[src/rtl/coproc_cmd_sched.sv]
// rtl/coproc_cmd_sched.sv - in-order command FIFO and start/done scheduler for the image coprocessor
//
// Ports:
//   clk, rst_n            system clock, asynchronous active-low reset
//   mmio_wr, mmio_rd      CPU write/read strobes
//   mmio_addr             0 = CMD, 1 = STATUS, 2 = CTRL
//   mmio_wdata            write data; CMD = {arg, op}
//   mmio_rdata            registered read data (holds when not reading)
//   cp_start              one-cycle start pulse; cp_op/cp_arg valid from here until cp_done
//   cp_op, cp_arg         command being executed
//   cp_done               one-cycle completion pulse from the coprocessor
//   cp_abort              one-cycle abort pulse on watchdog expiry
//   coproc_sts            {done, busy}
//   irq                   one-cycle pulse per completion
//
// Optional feature: define COPROC_TIMEOUT_EN to enable the WAIT-state watchdog.
module coproc_cmd_sched #(
  parameter int OP_W        = 4,
  parameter int ARG_W       = 28,
  parameter int FIFO_DEPTH  = 4,
  parameter int TIMEOUT_CYC = 1048576
) (
  input  logic             clk,
  input  logic             rst_n,
  input  logic             mmio_wr,
  input  logic             mmio_rd,
  input  logic [1:0]       mmio_addr,
  input  logic [31:0]      mmio_wdata,
  output logic [31:0]      mmio_rdata,
  output logic             cp_start,
  output logic [OP_W-1:0]  cp_op,
  output logic [ARG_W-1:0] cp_arg,
  input  logic             cp_done,
  output logic             cp_abort,
  output logic [1:0]       coproc_sts,
  output logic             irq
);

  localparam int PTR_W = $clog2(FIFO_DEPTH);
  localparam logic [1:0] ADDR_CMD    = 2'd0;
  localparam logic [1:0] ADDR_STATUS = 2'd1;
  localparam logic [1:0] ADDR_CTRL   = 2'd2;

  typedef enum logic [1:0] {S_IDLE, S_ISSUE, S_WAIT} state_t;
  state_t state, state_nxt;

  logic [OP_W+ARG_W-1:0] mem [FIFO_DEPTH];
  logic [OP_W+ARG_W-1:0] head;
  logic [PTR_W:0]        wr_ptr, rd_ptr, occ;
  logic [2:0]            occ_disp;
  logic                  empty, full, busy;
  logic                  done, ovf, tmo;
  logic [7:0]            cmp_cnt;
  logic [31:0]           status_word;

  logic cmd_wr, ctrl_wr, flush, push, pop, ovf_set, wait_done, tmo_hit;

  // Extra pointer bit distinguishes full from empty when the index bits match.
  assign occ   = wr_ptr - rd_ptr;
  assign empty = (wr_ptr == rd_ptr);
  assign full  = (wr_ptr[PTR_W] != rd_ptr[PTR_W]) &&
                 (wr_ptr[PTR_W-1:0] == rd_ptr[PTR_W-1:0]);
  assign head  = mem[rd_ptr[PTR_W-1:0]];

  assign cmd_wr  = mmio_wr && (mmio_addr == ADDR_CMD);
  assign ctrl_wr = mmio_wr && (mmio_addr == ADDR_CTRL);
  assign flush   = ctrl_wr && mmio_wdata[1];
  // Full is judged before any same-cycle pop; a flush discards the push outright.
  assign push    = cmd_wr && !full && !flush;
  assign ovf_set = cmd_wr && full && !flush;
  assign pop     = (state == S_ISSUE);
  assign wait_done = (state == S_WAIT) && cp_done;

  assign busy       = (state != S_IDLE) || !empty;
  assign coproc_sts = {done, busy};
  assign occ_disp   = (int'(occ) > 7) ? 3'd7 : 3'(occ);
  assign status_word = {8'd0, cmp_cnt, 7'd0, occ_disp, tmo, ovf, empty, full, done, busy};

  always_comb begin
    state_nxt = state;
    case (state)
      // A flush in the same cycle empties the FIFO, so do not start issuing from it.
      S_IDLE:  if (!empty && !flush) state_nxt = S_ISSUE;
      S_ISSUE: state_nxt = S_WAIT;
      S_WAIT:  if (cp_done || tmo_hit) state_nxt = S_IDLE;
      default: state_nxt = S_IDLE;
    endcase
  end

  always_ff @(posedge clk) begin
    if (push) mem[wr_ptr[PTR_W-1:0]] <= mmio_wdata;
  end

  always_ff @(posedge clk or negedge rst_n) begin
    if (!rst_n) begin
      state      <= S_IDLE;
      wr_ptr     <= '0;
      rd_ptr     <= '0;
      cp_start   <= 1'b0;
      cp_op      <= '0;
      cp_arg     <= '0;
      irq        <= 1'b0;
      done       <= 1'b0;
      ovf        <= 1'b0;
      cmp_cnt    <= 8'd0;
      mmio_rdata <= 32'd0;
    end else begin
      state <= state_nxt;

      if (flush) begin
        wr_ptr <= '0;
        rd_ptr <= '0;
      end else begin
        if (push) wr_ptr <= wr_ptr + 1'b1;
        if (pop)  rd_ptr <= rd_ptr + 1'b1;
      end

      // Command registers load on entry to ISSUE, so they are valid with cp_start.
      cp_start <= (state_nxt == S_ISSUE);
      if (state_nxt == S_ISSUE) begin
        cp_op  <= head[OP_W-1:0];
        cp_arg <= head[OP_W +: ARG_W];
      end

      irq <= wait_done;
      if (wait_done)
        done <= 1'b1;
      else if ((state == S_ISSUE) || (ctrl_wr && mmio_wdata[0]))
        done <= 1'b0;

      if (wait_done) cmp_cnt <= cmp_cnt + 8'd1;

      if (ctrl_wr && mmio_wdata[2])
        ovf <= 1'b0;
      else if (ovf_set)
        ovf <= 1'b1;

      if (mmio_rd)
        mmio_rdata <= (mmio_addr == ADDR_STATUS) ? status_word : 32'd0;
    end
  end

`ifdef COPROC_TIMEOUT_EN
  localparam int TMO_W = $clog2(TIMEOUT_CYC + 1);
  logic [TMO_W-1:0] tmo_cnt;

  // Expires on the TIMEOUT_CYC-th WAIT cycle unless cp_done arrives in it.
  assign tmo_hit = (state == S_WAIT) && !cp_done && (tmo_cnt == TMO_W'(TIMEOUT_CYC - 1));

  always_ff @(posedge clk or negedge rst_n) begin
    if (!rst_n) begin
      tmo_cnt  <= '0;
      cp_abort <= 1'b0;
      tmo      <= 1'b0;
    end else begin
      cp_abort <= tmo_hit;
      if (state == S_ISSUE)
        tmo_cnt <= '0;
      else if (state == S_WAIT)
        tmo_cnt <= tmo_cnt + 1'b1;
      if (ctrl_wr && mmio_wdata[2])
        tmo <= 1'b0;
      else if (tmo_hit)
        tmo <= 1'b1;
    end
  end
`else
  logic unused_tmo_cfg;
  assign unused_tmo_cfg = (TIMEOUT_CYC > 0);
  assign tmo_hit  = 1'b0;
  assign cp_abort = 1'b0;
  assign tmo      = 1'b0;
`endif

endmodule

[config.mk]
export PLATFORM = sky130hd
export DESIGN_NAME = coproc_cmd_sched
export DESIGN_NICKNAME = d
export VERILOG_FILES = /design/src/rtl/coproc_cmd_sched.sv
export SDC_FILE = /design/constraint.sdc
export NUM_CORES = 1
export LEC_CHECK = 0
export ABC_AREA = 1
export CORE_UTILIZATION = 55
export CTS_CLUSTER_DIAMETER = 30
export DETAILED_ROUTE_END_ITERATION = 6
export HOLD_SLACK_MARGIN = 0.02
export PLACE_DENSITY_LB_ADDON = 0.3
export SLEW_MARGIN = 10
export SYNTH_ARGS = -nofsm -noshare
export SYNTH_HDL_FRONTEND = slang
export SYNTH_SLANG_ARGS = --single-unit
[constraint.sdc]
create_clock -name clk -period 4.45 [get_ports clk]
set_input_delay 0.89 -clock clk [delete_from_list [all_inputs] [get_ports clk]]
set_output_delay 0.89 -clock clk [all_outputs]
set_load 0.02 [all_outputs]
# Yosys cells after proc, flatten, opt, wreduce, memory -nomap -nowiden
# Memory sizes are Yosys's and may differ from the RTL's. A register that Yosys moved wholly into a read port is not among the register bits.
# Index checks and enable logic that the tools add are counted.
[word_totals]
regBits = 52
inputBits = 39
ram_bits = 128
mem_count = 1
[classes]
add_sub_neg = 4
muxes = 14
n_eq_ne = 8
n_reduce_logical = 25
[memory_table]
columns = ["memory", "words", "width", "read_ports", "rd_ports_with_merged_regs", "wr", "line_no", "text"]
rows = [
  ["mem", 4, 32, 1, 1, 1, "47", "logic [OP_W+ARG_W-1:0] mem [FIFO_DEPTH];"],
]
[op_table]
columns = ["cell", "count"]
rows = [
  ["$mux 24", 1],
  ["$logic_and 1x1->1", 12],
  ["$mux 3", 4],
  ["$reduce_bool 2->1", 5],
  ["$add 8x1->8 const B", 1],
  ["$add 3x1->3 const B", 2],
  ["$eq 2x1->1 const B", 3],
  ["$mux 1", 6],
  ["$pmux 2 s3", 1],
  ["$eq 2x2->1 const B", 2],
  ["$logic_not 1->1", 4],
  ["$logic_not 2->1", 2],
  ["$mux 2", 2],
  ["$eq 3x3->1", 1],
  ["$sub 3x3->3", 1],
  ["$eq 2x2->1", 1],
  ["$logic_or 1x1->1", 2],
  ["$ne 1x1->1", 1],
]

# Logic depth before layout (Yosys ltp)
[depth]
ltp_word = 8
depth_mapped = 11
depth_no_buf = 8

# Worst setup path before layout
# OpenSTA, ideal clock, no wires.
[synth_timing]
path_type = "input port to flip-flop"
start = "input mmio_addr[0]"
end = "memory mem[0][0] (netlist name), enable pin"
n_path_buf = 0
t_arrival_ps = 2894
path_slack_ps = 1135
cell_stages = 5
required_ps = 4029
cell_sequence = "inv_1 nand2_1 nor2_1 nand2_1 nor2_1"
[synth_between]
elab_chain_cells = 7
elab_cells_between_ends = 10
classes_between = "1 x eq/ne; 2 x mux; 7 x reduce/logical"
[synth_rtl]
columns = ["element", "line_no", "text"]
rows = [
  ["start: declaration", "27", "input logic [1:0] mmio_addr,"],
  ["$eq 2x2->1", "66", "assign ctrl_wr = mmio_wr && (mmio_addr == ADDR_CTRL);"],
  ["$logic_and 1x1->1", "66", ""],
  ["$logic_and 1x1->1", "67", "assign flush = ctrl_wr && mmio_wdata[1];"],
  ["$logic_not 1->1", "69", "assign push = cmd_wr && !full && !flush;"],
  ["$logic_and 1x1->1 *", "69", ""],
  ["$mux 1 *", "91", "if (push) mem[wr_ptr[PTR_W-1:0]] <= mmio_wdata;"],
  ["$mux 1 (implied by the code) *", "91", ""],
  ["end: declaration", "47", ""],
]
# Every way passes the cells marked *; elsewhere a longest branch is shown, timed or not.

# Worst setup path after layout
[layout_timing]
start = "register wr_ptr[0]"
end = "output coproc_sts[0]"
[layout_between]
elab_chain_cells = 3
[layout_rtl]
columns = ["element", "line_no", "text"]
rows = [
  ["start: declaration", "49", "logic [PTR_W:0] wr_ptr, rd_ptr, occ;"],
  ["start signal: assignment", "114", "if (push) wr_ptr <= wr_ptr + 1'b1;"],
  ["$eq 3x3->1", "60", "assign empty = (wr_ptr == rd_ptr);"],
  ["$logic_not 1->1", "74", "assign busy = (state != S_IDLE) || !empty;"],
  ["$logic_or 1x1->1", "74", ""],
  ["end: declaration", "35", "output logic [1:0] coproc_sts,"],
]
# Every way passes these cells.

==> results.tsv <==
metric	value	unit
syn_avg_cell_area	10.61	um2
die_w	123.3	um
antenna_found_initial	0	
final_common_cell	nand2_1	
gr-total-overflow	0	
tns	0	ps
hpwl	9814	um
cts_buffers	17	
syn_to_final_growth	18.98	%
layout_common_cells	nand2_1 (230), edfxtp_1 (128), nor2_1 (105)	
drt_iter0_markers	446	
path_clk_slew	60	ps
hold_viol	0	
switching_share	0.3599	
worst_setup_path_end_kind	output port	
maxSlewViolCount	0	
seq_area_frac_synth	0.6850	
worstSkewPairLatency	430	ps
layout.nets	895	
synth-edff-count	128	
critical_path.cell_chain	inv_1, ha_1, nand2_1, inv_1, nand3_1, nor2_1, inv_1, clkdlybuf4s50_1	
slew_headroom	0.3599	
cts_setup_buffers	0	
seq_power_share	0.398	
diodes	0	
synth-main-ff-cell	edfxtp_1	
cp_max_fo	4	
slowest_delay	530	ps
ys_warn_count	0	
syn_inst	763	
clockRootBuffer	clkbuf_16	
tightest_slew	960.2	ps
post_drt_wl_per_cell	15.59	um
design.core.area	0.01410	mm2
hold_class	flop to flop	
start_util	0.5743	
grt_use_met3	0.04843	
dieArea	0.01521	mm2
grt_max_degree	100	
cts_buffer_depth	2	
path_class	flop to output port	
cts_hold_buf	0	
status	finished, final reports clean	
power.net_switching	2.198	mW
peakVddDrop	0.2878	mV
ios	108	
period_share	0.7406	
intPower	3.910	mW
syn_area	0.008095	mm2
p_leak	4.054	nW
first_pass_iters	4	
drc_errors	0	
fin_crit	3296	ps
grt.total_usage	0.2337	
critPathRequiredTime	3560	ps
row_count	43	
fin_util	0.6833	
die_h	123.3	um
finalSetupViolCount	0	
vias	5398	
cp_top_family	buffers and inverters	
grt_pass1_wl	26280	um
worstSetupStartpointType	flop	
pwr-share-comb	0.355	
cts.htree.levels	4	
finalWirelength	16210	um
critPathSlowestCell	clkdlybuf4s50_1	
clockPowerShare	0.247	
cts_tree	yes	
ant_nets	0	
grt_setup_unrepaired	false	
ys_ff_latch	196	
cap_violations	0	
gp_congestion	0.8162	
arrival	2410	ps
path_buf_inv	4	
fin_hold_ws	477.6	ps
max_freq	303.4	MHz
dp.cells	1008	
met2_usage	0.3987	
port-buffer-count	90	
fin_cells	1040	
path_common_cell	inv_1	
clock_sinks	196	
yosysUniqueCellTypes	29	
routed_via_density	5.190	
synthArstFlopShare	0.3469	
power_density	634.1	mW/mm2
busiest_layer	met2	
cts_resized	0	
gr-usage-met1	0.2906	
grt_pass1_vias	5366	
skew	9.750	ps
drive_gt1_frac	0.05814	
-- power by group through the flow --
stage	logic, mW	clock network (mW)	registers [mW]
6_report	2.17	1.51	2.43
4_1_cts	2.20	1.54	2.43
3_5_place_dp	2.17	0	2.46
3_3_place_gp	2.10	0	2.45
2_1_floorplan	1.31	0	2.65
5_1_grt	2.45	1.60	2.46
-- metrics by stage --
step / power (mW) / area, um2 / setup WS [ps]
2_1_floorplan: 3.957 / 8155 / 1135
3_3_place_gp: 4.544 / 9041 / 1063
3_5_place_dp: 4.640 / 9041 / 911.8
4_1_cts: 6.172 / 9632 / 1155
5_1_grt: 6.512 / 9632 / 1018
6_report: 6.107 / 9632 / 1154
-- routing by layer --
metal / vias to the layer above / share of wire
li1: 2607 / -
met1: 2615 / 0.42
met2: 150 / 0.51
met3: 26 / 0.048
met4: 0 / 0.020
met5: - / 0
-- worst paths after layout --
kind,slack [ps],cells after the start,end,start
max reg2reg,1730,8,mem[2][0]$_DFFE_PP_,wr_ptr[0]$_DFFE_PN0P_
max in group asynchronous,3250,1,rd_ptr[0]$_DFFE_PN0P_,rst_n
min,480,2,cp_arg[22]$_DFFE_PN0N_,cp_arg[22]$_DFFE_PN0N_
min in group asynchronous,600,1,irq$_DFF_PN0_,rst_n
min reg2reg,480,2,cp_arg[22]$_DFFE_PN0N_,cp_arg[22]$_DFFE_PN0N_
max,1150,8,coproc_sts[0],wr_ptr[0]$_DFFE_PN0P_
-- sequential cells by signal (all words and copies together), names as in the netlist --
register,count
irq,1
cp_start,1
cp_arg,28
cp_op,4
ovf,1
wr_ptr,3
cmp_cnt,8
state,2
mmio_rdata,16
rd_ptr,3
done,1
mem,128
-- worst reg2reg max path, stage by stage (launching register included) --
cell and delay (ps):
dfrtp_1 400, inv_1 120, ha_1 330, nand2_1 110
inv_1 70, nand2_1 170, nand2_1 320, nor2_4 520
buf_4 350
-- cell families (layout without fill, tap and decap cells) --
kind of cell               count (synthesis)  in the layout  share of synthesized area
buffers and inverters                    110            191                    0.06816
adders and majority gates                  9              9                    0.01484
and+or+nand+nor                          366            366                     0.1798
DFF                                      196            196                     0.6850
AOI/OAI and AO/OA                         78             78                    0.04853
xor gates and xnor gates                   3              3                   0.003246
other                                      1             17                  0.0004632
-- area by class of cell --
type | count | area (um2)
repair buffers | 96 | 943.4
fillers | 1020 | 4464
inverters | 63 | 236.5
well taps | 180 | 225.2
clock buffers | 24 | 491.7
clock inverters | 8 | 98.84
multi-input cells | 473 | 2088
flip-flops and latches | 196 | 5548
-- synthesized netlist by cell type (2+ instances only) --
cell type | n | share of area
buf_2 | 14 | 0.0087
buf_4 | 20 | 0.019
buf_6 | 6 | 0.0083
clkbuf_1 | 5 | 0.0023
dfrtp_1 | 68 | 0.21
edfxtp_1 | 128 | 0.47
ha_1 | 8 | 0.012
inv_1 | 60 | 0.028
inv_2 | 3 | 0.0014
nand2_1 | 230 | 0.11
nand3_1 | 15 | 0.0093
nand4_1 | 5 | 0.0039
nor2_1 | 109 | 0.051
o21ai_0 | 67 | 0.041
o21ai_1 | 10 | 0.0062
xor2_1 | 2 | 0.0022
No activity file was read; power rests on OpenSTA's default activity.
